--- config.mk ---
export PLATFORM = sky130hd
export DESIGN_NAME = vga_fb_arbiter
export DESIGN_NICKNAME = d
export VERILOG_FILES = /design/src/rtl/vga_fb_arbiter.sv
export SDC_FILE = /design/constraint.sdc
export NUM_CORES = 1
export LEC_CHECK = 0
export ABC_CLOCK_PERIOD_IN_PS = 4100
export BUFFER_PORTS_ARGS = -buffer_cell sky130_fd_sc_hd__buf_2
export CORE_MARGIN = 3
export CORE_UTILIZATION = 50
export CTS_CLUSTER_DIAMETER = 80
export CTS_CLUSTER_SIZE = 20
export DETAILED_ROUTE_END_ITERATION = 8
export GPL_TIMING_DRIVEN = 0
export PLACE_DENSITY = 0.95
export SLEW_MARGIN = 15
export SYNTH_ARGS = -nofsm -noshare
export SYNTH_HDL_FRONTEND = slang
export SYNTH_SLANG_ARGS = --single-unit
--- constraint.sdc ---
create_clock -name i_clk -period 4.1 [get_ports i_clk]
set_clock_uncertainty 0.15 [all_clocks]
set_input_delay 0.205 -clock i_clk [delete_from_list [all_inputs] [get_ports i_clk]]
set_output_delay 0.205 -clock i_clk [all_outputs]
set_load 0.05 [all_outputs]
--- src/rtl/vga_fb_arbiter.sv ---
// vga_fb_arbiter: shares one single-port pixel RAM between VGA scanout and
// two round-robin write requesters. Each framebuffer pixel covers 2x2 screen
// pixels. Scanout owns the RAM port on even visible columns, and writers get
// every other cycle. Pixel data and syncs leave three cycles after the
// coordinates arrive.
module vga_fb_arbiter #(
  parameter int   CNT_WIDTH  = 10,
  parameter int   ADDR_WIDTH = 17,
  parameter int   DATA_WIDTH = 9,
  parameter int   FB_WIDTH   = 320,
  parameter int   FB_HEIGHT  = 240,
  parameter logic SYNC_IDLE  = 1'b1
) (
  input  logic                  i_clk,
  input  logic                  i_rst_n,
  input  logic [CNT_WIDTH-1:0]  ia_h_coord,
  input  logic [CNT_WIDTH-1:0]  ia_v_coord,
  input  logic                  i_visible,
  input  logic                  i_h_sync,
  input  logic                  i_v_sync,
  input  logic                  i_wr0_valid,
  output logic                  o_wr0_ready,
  input  logic [ADDR_WIDTH-1:0] ia_wr0_addr,
  input  logic [DATA_WIDTH-1:0] ia_wr0_data,
  input  logic                  i_wr1_valid,
  output logic                  o_wr1_ready,
  input  logic [ADDR_WIDTH-1:0] ia_wr1_addr,
  input  logic [DATA_WIDTH-1:0] ia_wr1_data,
  output logic [ADDR_WIDTH-1:0] oa_mem_addr,
  output logic                  o_mem_we,
  output logic [DATA_WIDTH-1:0] oa_mem_wdata,
  input  logic [DATA_WIDTH-1:0] ia_mem_rdata,
  output logic [DATA_WIDTH-1:0] oa_pixel,
  output logic                  o_pixel_valid,
  output logic                  o_h_sync,
  output logic                  o_v_sync,
  output logic                  o_wr_err
);

  // One extra bit so the word count still fits when it equals 2**ADDR_WIDTH.
  localparam logic [ADDR_WIDTH:0] FB_WORDS = (ADDR_WIDTH+1)'(FB_WIDTH * FB_HEIGHT);

  logic                  scan_slot;
  logic [ADDR_WIDTH-1:0] fb_x;
  logic [ADDR_WIDTH-1:0] fb_y;
  logic [ADDR_WIDTH-1:0] scan_addr;
  logic                  grant0;
  logic                  grant1;
  logic                  wr_fire;
  logic                  wr_in_range;
  logic [ADDR_WIDTH-1:0] wr_addr;
  logic [DATA_WIDTH-1:0] wr_data;

  logic                  rr_q, rr_d;
  logic [ADDR_WIDTH-1:0] mem_addr_q, mem_addr_d;
  logic                  mem_we_q, mem_we_d;
  logic [DATA_WIDTH-1:0] mem_wdata_q, mem_wdata_d;
  logic                  wr_err_q, wr_err_d;
  logic [1:0]            scan_dly_q, scan_dly_d;
  logic [DATA_WIDTH-1:0] pixel_q, pixel_d;
  logic [2:0]            vis_dly_q, vis_dly_d;
  logic [2:0]            hs_dly_q, hs_dly_d;
  logic [2:0]            vs_dly_q, vs_dly_d;

  // Screen coordinates halved down to framebuffer coordinates.
  always_comb begin
    fb_x = ADDR_WIDTH'(ia_h_coord >> 1);
    fb_y = ADDR_WIDTH'(ia_v_coord >> 1);
  end

  // Row base address: shift-and-add for the 320-wide case, a multiply otherwise.
  generate
    if (FB_WIDTH == 320) begin : g_addr_shift
      assign scan_addr = (fb_y << 8) + (fb_y << 6) + fb_x;
    end else begin : g_addr_mult
      assign scan_addr = fb_y * ADDR_WIDTH'(FB_WIDTH) + fb_x;
    end
  endgenerate

  // Stage 0: slot decode, round-robin grant, and next RAM port and pipeline values.
  always_comb begin
    scan_slot   = i_visible && !ia_h_coord[0];
    grant0      = i_rst_n && !scan_slot && i_wr0_valid && (!i_wr1_valid || !rr_q);
    grant1      = i_rst_n && !scan_slot && i_wr1_valid && (!i_wr0_valid ||  rr_q);
    wr_fire     = grant0 || grant1;
    wr_addr     = grant1 ? ia_wr1_addr : ia_wr0_addr;
    wr_data     = grant1 ? ia_wr1_data : ia_wr0_data;
    wr_in_range = {1'b0, wr_addr} < FB_WORDS;

    rr_d = rr_q;
    if ((grant0 && !rr_q) || (grant1 && rr_q)) begin
      rr_d = !rr_q;
    end

    mem_addr_d  = mem_addr_q;
    mem_we_d    = 1'b0;
    mem_wdata_d = mem_wdata_q;
    if (scan_slot) begin
      mem_addr_d = scan_addr;
    end else if (wr_fire && wr_in_range) begin
      mem_addr_d  = wr_addr;
      mem_we_d    = 1'b1;
      mem_wdata_d = wr_data;
    end

    wr_err_d   = wr_err_q || (wr_fire && !wr_in_range);
    scan_dly_d = {scan_dly_q[0], scan_slot};
    pixel_d    = scan_dly_q[1] ? ia_mem_rdata : pixel_q;
    vis_dly_d  = {vis_dly_q[1:0], i_visible};
    hs_dly_d   = {hs_dly_q[1:0], i_h_sync};
    vs_dly_d   = {vs_dly_q[1:0], i_v_sync};
  end

  // All state. The async clear also kills a write sitting in stage 1.
  always_ff @(posedge i_clk or negedge i_rst_n) begin
    if (!i_rst_n) begin
      rr_q        <= 1'b0;
      mem_addr_q  <= '0;
      mem_we_q    <= 1'b0;
      mem_wdata_q <= '0;
      wr_err_q    <= 1'b0;
      scan_dly_q  <= '0;
      pixel_q     <= '0;
      vis_dly_q   <= '0;
      hs_dly_q    <= {3{SYNC_IDLE}};
      vs_dly_q    <= {3{SYNC_IDLE}};
    end else begin
      rr_q        <= rr_d;
      mem_addr_q  <= mem_addr_d;
      mem_we_q    <= mem_we_d;
      mem_wdata_q <= mem_wdata_d;
      wr_err_q    <= wr_err_d;
      scan_dly_q  <= scan_dly_d;
      pixel_q     <= pixel_d;
      vis_dly_q   <= vis_dly_d;
      hs_dly_q    <= hs_dly_d;
      vs_dly_q    <= vs_dly_d;
    end
  end

  assign o_wr0_ready   = grant0;
  assign o_wr1_ready   = grant1;
  assign oa_mem_addr   = mem_addr_q;
  assign o_mem_we      = mem_we_q;
  assign oa_mem_wdata  = mem_wdata_q;
  assign oa_pixel      = vis_dly_q[2] ? pixel_q : '0;
  assign o_pixel_valid = vis_dly_q[2];
  assign o_h_sync      = hs_dly_q[2];
  assign o_v_sync      = vs_dly_q[2];
  assign o_wr_err      = wr_err_q;

endmodule

==> summary.txt, run 1 <==
Outcome
  • Status: completed

STA
  • RSZ-0062 raised after global routing: false
  • Maximum clock frequency: 371 MHz
  • Setup tns final: 0 ps
  • Setup ws final: ~1400 ps
  • Tightest Pin Transition: between 600 and 700 ps
  • Final setup viols: 0
  • Final Slew Violations: 0
  • Rel. slew slack: 0.566
  • Final hold viol count: 0
  • Hold Slack: 43.3 ps
  • Crit path time final: roughly 2700 ps
  • Final period util: 0.657

Setup path
  • Crit path max-delay cell type: dlygate4sd3_1
  • Critical Path Source Type: input pin
  • CP delay by family, top: buffers and inverters
  • Crit Path Category: in2reg
  • CP max stage delay: between 500 and 600 ps
  • WP data arrival: 2710 ps
  • CP Data Required Time: 4110 ps
  • Critical Path Sink Type: flop
  • Worst Path Max Fanout: between 50 and 60
  • Crit path buf inv count: 4
  • Critical-path cell list: dlygate4sd3_1 > buf_4 > nand4_4 > inv_4 > nor2_2 > a22oi_4 > clkbuf_1 > o21ai_0

Placement
  • Worst slack, placed: between 1000 and 1500 ps
  • Final GP Congestion: roughly 0.91
  • I/O Buffers: about 130
  • Post-detail-place hpwl: between 5 and 6 mm
  • Placed cell areas: 0.00342 mm²

Power
  • Leak Pwr: between 0.0015 and 0.002 µW
  • Peak supply drop: approximately 0.00028 V
  • Pwr Density: between 400 and 500 mW/mm²

Die
  • Die width: ~79 µm
  • I/O pin count: 130
  • Die Area: 0.00630 mm²
  • Initial Util: 0.523
  • Rows: 26
  • Chip height: approximately 79 µm
  • Area of the core: 0.00514 mm²

GRT
  • Met2 usage: 0.428
  • GRT Total Usage: 0.228
  • GR peak layer: met2
  • Global route overflow: 0
  • First-pass GRT wire length: around 11 mm
  • Met3 usage: 0.0431
  • Pin count of the biggest net entering global routing: 55
  • M1 GR Usage: 0.253
  • Vias in the first global route: approximately 2,600
  • Initial antenna violation count: 0

Finish
  • Share of layout cells above drive strength 1: 0.400
  • Area delta synth->final: 38.7%
  • Nets@finish: a little over 500
  • # diodes: 0
  • Fin area: about 0.0037 mm²

Clocking
  • CTS tree: yes
  • CTS H-tree depth: 2
  • CTS Sinks: roughly 50
  • TritonCTS Buffers: 5
  • Worst skew pair latency: 290 ps
  • Post-CTS Setup Bufs: 0
  • Root Driver: clkbuf_8
  • Cts repair resizes: 0
  • Worst-path clk slew: 90 ps
  • Post-CTS Hold Buffers: 17
  • Clk buf depth: 2

Synthesis
  • Largest cells by area after synthesis: dfrtp_1 (40%), ha_1 (7.9%), mux2i_1 (7.4%)
  • Synth async-reset ratio: 1.00
  • Avg Inst Size Synth: roughly 11 µm²
  • Synth Instances: ~250
  • Top-count cell post-synth: dfrtp_1
  • List of most frequent post-synthesis cells: dfrtp_1 (43), nand2_1 (35), mux2i_1 (20)
  • Top_reg_cell synth: dfrtp_1
  • #FFs+latches synth: 49
  • Synth area leader: dfrtp_1
  • Sequential share of the synthesized area: 0.459
  • Share of the synthesized area in the top cell type: 0.400
  • Mapped Area: between 0.002 and 0.003 mm²
  • Synth warn: 0
  • Net count after synthesis: 360
  • Number of synthesized flops with an enable pin: 0
  • Post-synth cell types: 40

Routing
  • Routed WL per cell: ~15 µm
  • Detailed Route WL: 7.29 mm
  • Initial DRC count: between 90 and 100
  • DR vias/cell: approximately 5.3
  • Post-DRT Antenna Nets: 0
  • DRC Markers: 0
  • Vias: 2,554
  • Iteration count of the initial detailed-routing pass: 4

Run
  • MaxCap Viol Count: 0

Min path
  • Type of the tightest min-delay check: in2reg
==> worst register-to-register path, cell delays in order (launching register included) <==
cell      delay, ps
dfrtp_1         370
nand2b_1        160
nand4_4         200
inv_4           210
nor2_2           80
a22oi_4         280
clkbuf_1        370
o21ai_0         160
==> power breakdown <==
| part | internal [µW] | switching, µW |
|---|---|---|
| clock network | 198 | 158 |
| registers | 566 | 45.2 |
| logic | 204 | 447 |
| total | 969 | 650 |
==> metal layers <==
layer,share of wire,wire (µm),vias to the layer above
li1,-,-,1213
met4,0.013,97,0
met1,0.37,2710,1226
met3,0.064,465,10
met2,0.55,4010,105
met5,0,0,-
==> path summary, 6_finish.rpt <==
check / startpoint / end / slack (ps) / cells past startpoint
hold / removal: ia_wr0_data[0] / oa_mem_wdata[0]$_DFFE_PN0P_ / 40 / 3
setup reg to reg: rr_q$_DFFE_PN0P_ / oa_mem_wdata[3]$_DFFE_PN0P_ / 1980 / 7
min in group asynchronous: i_rst_n / oa_mem_wdata[0]$_DFFE_PN0P_ / 340 / 2
max in group asynchronous: i_rst_n / o_wr_err$_DFF_PN0_ / 3030 / 2
hold reg to reg: hs_dly_q[1]$_DFF_PN1_ / hs_dly_q[2]$_DFF_PN1_ / 210 / 0
setup / recovery: i_rst_n / oa_mem_wdata[3]$_DFFE_PN0P_ / 1410 / 8
==> cells by family after synthesis <==
| logic type | synth area share |
|---|---|
| xor gates and xnor gates | 0.0195 |
| DFF | 0.459 |
| adders and majority gates | 0.0940 |
| buffers and inverters | 0.0349 |
| muxes | 0.112 |
| AOI/OAI and AO/OA | 0.140 |
| and+or+nand+nor | 0.141 |
==> sequential cells by signal (all words and copies together), names as in the netlist <==
register	cells
pixel_q	9
hs_dly_q	3
vis_dly_q	3
o_wr_err	1
oa_mem_addr	17
rr_q	1
scan_dly_q	2
vs_dly_q	3
oa_mem_wdata	9
o_mem_we	1
==> per-stage QoR <==
stage	cells	power [µW]	utilization
final	478	1620	0.726
after global routing	478	1700	0.726
after CTS	476	1620	0.722
after detailed placement	451	1250	0.665
after global placement	451	1230	0.665
after floorplan	253	1070	-
==> placed cells by master (no fill, tap or decap), drive strengths merged, types with 10 or more instances in the layout <==
cell type    synthesis  routed
ha                  17      17
clkbuf               4      10
o211ai              10      10
dlygate4sd3          0      19
dfrtp               43      43
a21oi               14      14
mux2i               20      20
nand3               14      14
buf                  6     134
o21ai               12      12
nand2               35      35
==> final cells by class <==
type | count | area [µm²]
clock inverter | 2 | 37.5
fill | 378 | 1410
buffer | 10 | 53.8
tap | 70 | 87.6
clock buffer | 6 | 82.6
multi-input combinational | 184 | 1360
timing repair buffer | 147 | 833
inverter | 10 | 40.0
sequential | 49 | 1230
Note: power is estimated with default switching activity, not from simulation.
==> run 2: changes to the inputs <==
- ABC_AREA: not set -> 1
- ABC_CLOCK_PERIOD_IN_PS: 4100 -> 2400
- CORE_UTILIZATION: 50 -> 43
- PLACE_DENSITY: 0.95 -> 0.87
- clock period: 4.1 -> 2.4 ns (I/O delays scaled with it)
==> run 2 against run 1 <==
Sequential share of layout area down 3.1 points; critical path depth unchanged; synthesized cell count increased by 40%; routed wire length up 18%; register-to-register slack got worse by 1800 ps; non-clock buffer count rose by 17; area after synthesis increased by 9.0%; worst hold slack lost 34 ps; core utilization shrank 9.3 points; clock power increased by 66%; sequential cell count is the same; total power grew 80%.
==> summary.txt, run 2 <==
Synthesis
  • Top_reg_cell synth: dfrtp_1 (unchanged)
  • Synth async-reset ratio: 1.00 (unchanged)
  • Net count after synthesis: 462 (was 360)
  • Sequential share of the synthesized area: 0.421 (was 0.459)
  • Mux contribution to synthesized area: 0.0721 (was 0.112)
  • Synth Instances: 355 (was 253)
  • Synth Area in Compound Gates: 0.0982 (was 0.140)
  • Synth area leader: dfrtp_1 (unchanged)
  • Post-Synth Simple-Gate Area: 0.238 (was 0.141)
  • Post-synthesis adder-cell area fraction: 0.0862 (was 0.0940)
  • Top-count cell post-synth: nand2_1 (was dfrtp_1)
  • Share of the synthesized area in the top cell type: 0.367 (was 0.400)
  • Avg Inst Size Synth: 8.26 µm² (was 10.6 µm²)
  • Synth warn: 0 (unchanged)
  • #FFs+latches synth: 49 (unchanged)
  • Synth Area in XOR/XNOR: 0.00299 (was 0.0195)
  • Largest cells by area after synthesis: dfrtp_1 (37%), nand2_1 (14%), ha_1 (7.3%) (was dfrtp_1 (40%), ha_1 (7.9%), mux2i_1 (7.4%))
  • Post-synth cell types: 31 (was 40)
  • List of most frequent post-synthesis cells: nand2_1 (108), dfrtp_1 (43), inv_1 (40) (was dfrtp_1 (43), nand2_1 (35), mux2i_1 (20))
  • Number of synthesized flops with an enable pin: 0 (unchanged)
  • Mapped Area: 0.00293 mm² (was 0.00269 mm²)
  • Main combinational cell family by area after synthesis: simple AND/OR/NAND/NOR gates (unchanged)

Finish
  • FF/Latch Area: 0.00123 mm² (unchanged)
  • Nets@finish: 628 (was 514)
  • Fill cells: 538 (was 378)
  • Area delta synth->final: 40.3% (was 38.7%)
  • Max reg flops: 17 (unchanged)
  • # diodes: 0 (unchanged)
  • Share of layout cells above drive strength 1: 0.326 (was 0.400)
  • Multi-input logic area: 0.00146 mm² (was 0.00136 mm²)
  • Util after Layout: 0.633 (was 0.726)
  • Commonest non-fill, non-tap cell in the layout: buf_2 (unchanged)
  • Final Non-Filler Cells: 599 (was 478)
  • Most frequent cells in the layout: buf_2 (130), nand2_1 (108), dfrtp_1 (43) (was buf_2 (131), dfrtp_1 (43), nand2_1 (35))

GRT
  • Pin count of the biggest net entering global routing: 44 (was 55)
  • First-pass GRT wire length: 13.7 mm (was 11.4 mm)
  • Initial antenna violation count: 0 (unchanged)
  • Vias in the first global route: 3,139 (was 2,574)
  • Global route overflow: 0 (unchanged)
  • GRT Total Usage: 0.226 (was 0.228)

Run
  • MaxCap Viol Count: 0 (unchanged)

STA
  • Final hold viol count: 0 (unchanged)
  • Final Slew Violations: 0 (unchanged)
  • RSZ-0062 raised after global routing: false (unchanged)
  • Final period util: 0.936
  • Crit path time final: roughly 2200 ps
  • Maximum clock frequency: between 400 and 500 MHz
  • Rel. slew slack: 0.663 (was 0.566)
  • Tightest Pin Transition: 506 ps (was 651 ps)
  • Final setup viols: 0 (unchanged)

Die
  • Initial Util: 0.451 (was 0.523)
  • Die Area: 0.00784 mm² (was 0.00630 mm²)
  • Area of the core: 0.00649 mm² (was 0.00514 mm²)
  • Chip height: 88.6 µm (was 79.4 µm)
  • I/O pin count: 130 (unchanged)
  • Die width: 88.6 µm (was 79.4 µm)
  • Rows: 29 (was 26)

Routing
  • Iteration count of the initial detailed-routing pass: 4 (unchanged)
  • Vias: 3,038 (was 2,554)
  • Post-DRT Antenna Nets: 0 (unchanged)
  • Initial DRC count: 124 (was 94)
  • DR vias/cell: 5.07 (was 5.34)
  • Detailed Route WL: 8.59 mm (was 7.29 mm)
  • Routed WL per cell: 14.3 µm (was 15.2 µm)
  • DRC Markers: 0 (unchanged)

Power
  • Sw Share: 0.427 (was 0.401)
  • Clock Power Share: 0.203 (was 0.220)
  • Comb power frac: 0.433 (was 0.402)
  • Pwr Density: 707 mW/mm² (was 434 mW/mm²)
  • P_int: 1670 µW (was 969 µW)
  • Net Sw Power: 1240 µW (was 650 µW)
  • Flop pwr share: 0.364 (was 0.378)
  • Peak supply drop: 0.000466 V (was 0.000279 V)
  • Leak Pwr: 0.00236 µW (was 0.00197 µW)

Setup path
  • Critical Path Sink Type: flop (unchanged)
  • CP Data Required Time: 2450 ps (was 4110 ps)
  • WP data arrival: 2290 ps (was 2710 ps)
  • Worst Path Max Fanout: 10 (was 54)
  • Critical Path Source Type: input pin (unchanged)
  • Crit Path Category: in2reg (unchanged)

Clocking
  • Worst skew pair latency: 300 ps (was 290 ps)
  • TritonCTS Buffers: 5 (unchanged)
  • Worst-path clk slew: 90 ps (about the same)
  • CTS tree: yes (unchanged)
  • Clk buf depth: 2 (unchanged)
  • Root Driver: clkbuf_8 (unchanged)
  • CTS H-tree depth: 2 (unchanged)
  • CTS Sinks: 49 (unchanged)

Placement
  • I/O Buffers: 128 (unchanged)
  • Cells after DPL: 560 (was 451)
  • Final GP Congestion: 0.848 (was 0.909)
  • Post-detail-place hpwl: 6.14 mm (was 5.33 mm)

Outcome
  • Status: completed (unchanged)

Min path
  • Type of the tightest min-delay check: in2reg (unchanged)
==> run 2: changes by cell type after synthesis, sizes merged, moves of 4 or more <==
cell,delta
nand3,+12
a31oi,+9
mux2i,-9
xnor2,-4
a21oi,-4
o211ai,-10
nand2,+77
nand2b,-7
and2,-9
nor2,+9
a221o,-7
inv,+33
o21ai,+11
==> run 2: metal layers <==
layer	GRT usage	wire [µm]	part of all wire
met4	0.0632	146	0.017
met3	0.0577	757	0.088
met2	0.414	4330	0.50
met1	0.260	3360	0.39
met5	0	0	0
==> run 2: area by class of cell <==
type | instances | area share
well taps | 77 | 0.0234
clock inverters | 3 | 0.0113
inverters | 42 | 0.0383
repair buffers | 160 | 0.237
clock buffers | 5 | 0.0167
flip-flops and latches | 49 | 0.300
plain buffers | 14 | 0.0192
multi-input cells | 249 | 0.354
==> run 2: critical path: stages <==
cell and delay (ps):
dlygate4sd3_1 530, buf_4 190, nand4_4 150, buf_6 170, buf_4 230, mux2i_1 240
dlygate4sd3_1 580, o21ai_1 70
==> run 2: metrics by stage <==
stage	total power [µW]	setup TNS [ps]	worst slack [ps]	hold WS [ps]	instance area (µm²)
6_report	2910	0	153	9.16	4110
5_1_grt	3070	0	63.4	23.7	4110
4_1_cts	2920	0	49.7	2.69	4120
3_5_place_dp	2270	-8040	-313	76.2	3670
3_3_place_gp	2240	-6880	-275	75.6	3670
2_1_floorplan	1930	0	358	-326	2930
==> run 2: kinds of logic after synthesis <==
| kind of cell | count (synthesis) |
|---|---|
| muxes | 20 |
| AOI/OAI and AO/OA | 50 |
| adders and majority gates | 19 |
| and+or+nand+nor | 159 |
| xor gates and xnor gates | 1 |
| DFF | 49 |
| buffers and inverters | 57 |
==> run 2: final timing paths <==
| path | startpoint | to | slack [ps] | cells after the start |
|---|---|---|---|---|
| max | i_rst_n | oa_mem_wdata[3]$_DFFE_PN0P_ | 150 | 8 |
| max in group asynchronous | i_rst_n | oa_mem_addr[9]$_DFFE_PN0P_ | 1610 | 3 |
| max reg2reg | rr_q$_DFFE_PN0P_ | oa_mem_wdata[3]$_DFFE_PN0P_ | 180 | 8 |
| min in group asynchronous | i_rst_n | hs_dly_q[2]$_DFF_PN1_ | 240 | 2 |
| min | ia_wr1_addr[5] | oa_mem_addr[5]$_DFFE_PN0P_ | 9 | 5 |
| min reg2reg | vis_dly_q[1]$_DFF_PN0_ | vis_dly_q[2]$_DFF_PN0_ | 210 | 0 |
==> run 2: repair_timing <==
item | 4_1_cts | 5_1_grt
endpoints found under the hold margin | 64 | 0
hold buffers | 32 | 0
buffers inserted | 0 | 0
endpoints found under the setup margin | 2 | 1
gates resized for setup | 1 | 0
==> run 2: power groups by stage <==
stage | Sequential (µW) | Clock (µW) | Combinational [µW]
5_1_grt | 1070 | 636 | 1360
4_1_cts | 1050 | 607 | 1250
6_report | 1060 | 591 | 1260
3_3_place_gp | 1060 | 0 | 1180
3_5_place_dp | 1070 | 0 | 1210
2_1_floorplan | 1460 | 0 | 467
==> run 3: changes to the inputs <==
- CORE_UTILIZATION: 43 -> 40
- PLACE_DENSITY: 0.87 -> 0.82
==> run 3 against run 2 <==
Worst setup slack lost 9.1 ps; core utilization shrank 3.7 points; sequential cell count is the same; register-to-register slack gained 30 ps; total power grew 0.34%; critical path depth is the same; worst hold slack gained 4.1 ps; non-clock buffer count is the same; clock power grew 1%; largest power group unchanged; first-iteration DRC count grew 35%; global-route usage shrank 1.3 points; critical endpoint is now oa_mem_wdata[1]$_DFFE_PN0P_; die area grew 7.0%.
==> summary.txt, run 3 (synthesis gave the netlist of run 2 again) <==
Run
  • MaxCap Viol Count: 0 (unchanged)

Finish
  • Max reg flops: 17 (unchanged)
  • Commonest non-fill, non-tap cell in the layout: buf_2 (unchanged)
  • Fin area: 0.00414 mm² (was 0.00411 mm²)
  • # diodes: 0 (unchanged)
  • Nets@finish: 628 (unchanged)
  • Final Non-Filler Cells: 618 (was 599)
  • Util after Layout: 0.596 (was 0.633)
  • Area delta synth->final: 41.1% (was 40.3%)
  • Share of layout cells above drive strength 1: 0.324 (was 0.326)
  • Most frequent cells in the layout: buf_2 (130), nand2_1 (108), dfrtp_1 (43) (unchanged)
  • Fill cells: 609 (was 538)

Placement
  • Worst slack, placed: -349 ps (was -313 ps)
  • Cells after DPL: 579 (was 560)
  • Placed cell areas: 0.00369 mm² (was 0.00367 mm²)
  • Post-detail-place hpwl: 6.15 mm (was 6.14 mm)
  • I/O Buffers: 128 (unchanged)
  • Final GP Congestion: 0.861 (was 0.848)

STA
  • Setup tns final: 0 ps (unchanged)
  • Final Slew Violations: 0 (unchanged)
  • Crit path time final: 2260 ps (was 2250 ps)
  • Final hold viol count: 0 (unchanged)
  • Final period util: 0.940 (was 0.936)
  • Final setup viols: 0 (unchanged)
  • Rel. slew slack: 0.676 (was 0.663)
  • RSZ-0062 raised after global routing: false (unchanged)
  • Tightest Pin Transition: 485 ps (was 506 ps)
  • Setup ws final: 144 ps (was 153 ps)
  • Maximum clock frequency: 443 MHz (was 445 MHz)

Die
  • I/O pin count: 130 (unchanged)
  • Chip height: 91.6 µm (was 88.6 µm)
  • Die Area: 0.00839 mm² (was 0.00784 mm²)
  • Area of the core: 0.00694 mm² (was 0.00649 mm²)
  • Die width: 91.6 µm (was 88.6 µm)
  • Initial Util: 0.422 (was 0.451)
  • Rows: 30 (was 29)

Routing
  • Routed WL per cell: 14.1 µm (was 14.3 µm)
  • Post-DRT Antenna Nets: 0 (unchanged)
  • DR vias/cell: 4.88 (was 5.07)
  • Detailed Route WL: 8.74 mm (was 8.59 mm)
  • Iteration count of the initial detailed-routing pass: 5 (was 4)
  • Initial DRC count: 167 (was 124)
  • DRC Markers: 0 (unchanged)
  • Vias: 3,018 (was 3,038)

Setup path
  • Critical Path Sink Type: flop (unchanged)
  • Crit Path Category: in2reg (unchanged)
  • Critical Path Source Type: input pin (unchanged)
  • CP Data Required Time: 2430 ps (was 2450 ps)
  • WP data arrival: 2290 ps (about the same)
  • Worst Path Max Fanout: 10 (unchanged)

Clocking
  • Worst skew pair latency: 290 ps (was 300 ps)
  • CTS tree: yes (unchanged)
  • Post-CTS Setup Bufs: 0 (unchanged)
  • Root Driver: clkbuf_8 (unchanged)
  • CTS Sinks: 49 (unchanged)
  • CTS H-tree depth: 2 (unchanged)
  • Worst-path clk slew: 90 ps (about the same)
  • TritonCTS Buffers: 5 (unchanged)
  • Clk buf depth: 2 (unchanged)

GRT
  • Vias in the first global route: 3,145 (was 3,139)
  • Initial antenna violation count: 0 (unchanged)
  • Global route overflow: 0 (unchanged)
  • First-pass GRT wire length: 14.4 mm (was 13.7 mm)
  • GRT Total Usage: 0.213 (was 0.226)
  • Pin count of the biggest net entering global routing: 44 (unchanged)

Power
  • Pwr Density: 705 mW/mm² (was 707 mW/mm²)
  • Peak supply drop: 0.000540 V (was 0.000466 V)
  • Leak Pwr: 0.00237 µW (was 0.00236 µW)

Min path
  • Type of the tightest min-delay check: in2reg (unchanged)

Outcome
  • Status: completed (unchanged)
## run 3: changes by cell type in the layout (fill, tap and decap cells not counted)
cell,previous run,this run
clkbuf_1,6,7
clkinv_4,1,0
clkinvlp_4,1,0
clkbuf_8,5,6
## run 3: report_power, final
part | internal [µW] | switching (µW) | leakage, µW
clock network | 340 | 259 | 0.0000585
logic | 377 | 885 | 0.00173
registers | 976 | 80.6 | 0.000584
total | 1690 | 1220 | 0.00237
## run 3: critical path, cell delays in order
cell,delay [ps]
dlygate4sd3_1,550
buf_4,200
nand4_4,140
buf_6,160
buf_4,220
mux2i_1,250
dlygate4sd3_1,570
o21ai_1,60
## run 3: stage by stage
| stage | hold slack (ps) | power, µW |
|---|---|---|
| final | 13.3 | 2920 |
| after global routing | 30.7 | 3090 |
| after CTS | 10.6 | 2930 |
| after detailed placement | 79.2 | 2270 |
| after global placement | 74.7 | 2240 |
| after floorplan | -326 | 1930 |
## run 3: what timing repair did
item,in CTS,in global routing
endpoints found under the hold margin,64,0
gates resized for setup,1,0
hold buffers,32,0
endpoints found under the setup margin,10,1
## run 3: layer usage
layer | track usage | up-vias | wire length, µm
met4 | 0.0603 | 0 | 171
met2 | 0.385 | 152 | 4410
li1 | - | 1489 | -
met3 | 0.0476 | 16 | 702
met1 | 0.251 | 1361 | 3450
met5 | 0 | - | 0
## run 3: layout make-up
cell class                      count  area [µm²]  area share
Multi-Input combinational cell    249        1460       0.352
Timing Repair Buffer              160         973       0.235
Inverter                           42         158      0.0381
Clock inverter                      1        30.0     0.00726
Sequential cell                    49        1230       0.298
Buffer                             14        78.8      0.0191
Clock buffer                        7        86.3      0.0209
Tap cell                           96         120      0.0290
## run 3: worst paths after layout
check / startpoint / to / slack (ps) / cells past startpoint
max in group asynchronous: i_rst_n / pixel_q[8]$_DFFE_PN0P_ / 1570 / 3
setup / recovery: i_rst_n / oa_mem_wdata[1]$_DFFE_PN0P_ / 140 / 8
hold / removal: ia_wr1_addr[7] / oa_mem_addr[7]$_DFFE_PN0P_ / 10 / 5
setup reg to reg: rr_q$_DFFE_PN0P_ / oa_mem_wdata[1]$_DFFE_PN0P_ / 210 / 8
min in group asynchronous: i_rst_n / hs_dly_q[0]$_DFF_PN1_ / 290 / 2
hold reg to reg: scan_dly_q[0]$_DFF_PN0_ / scan_dly_q[1]$_DFF_PN0_ / 200 / 0
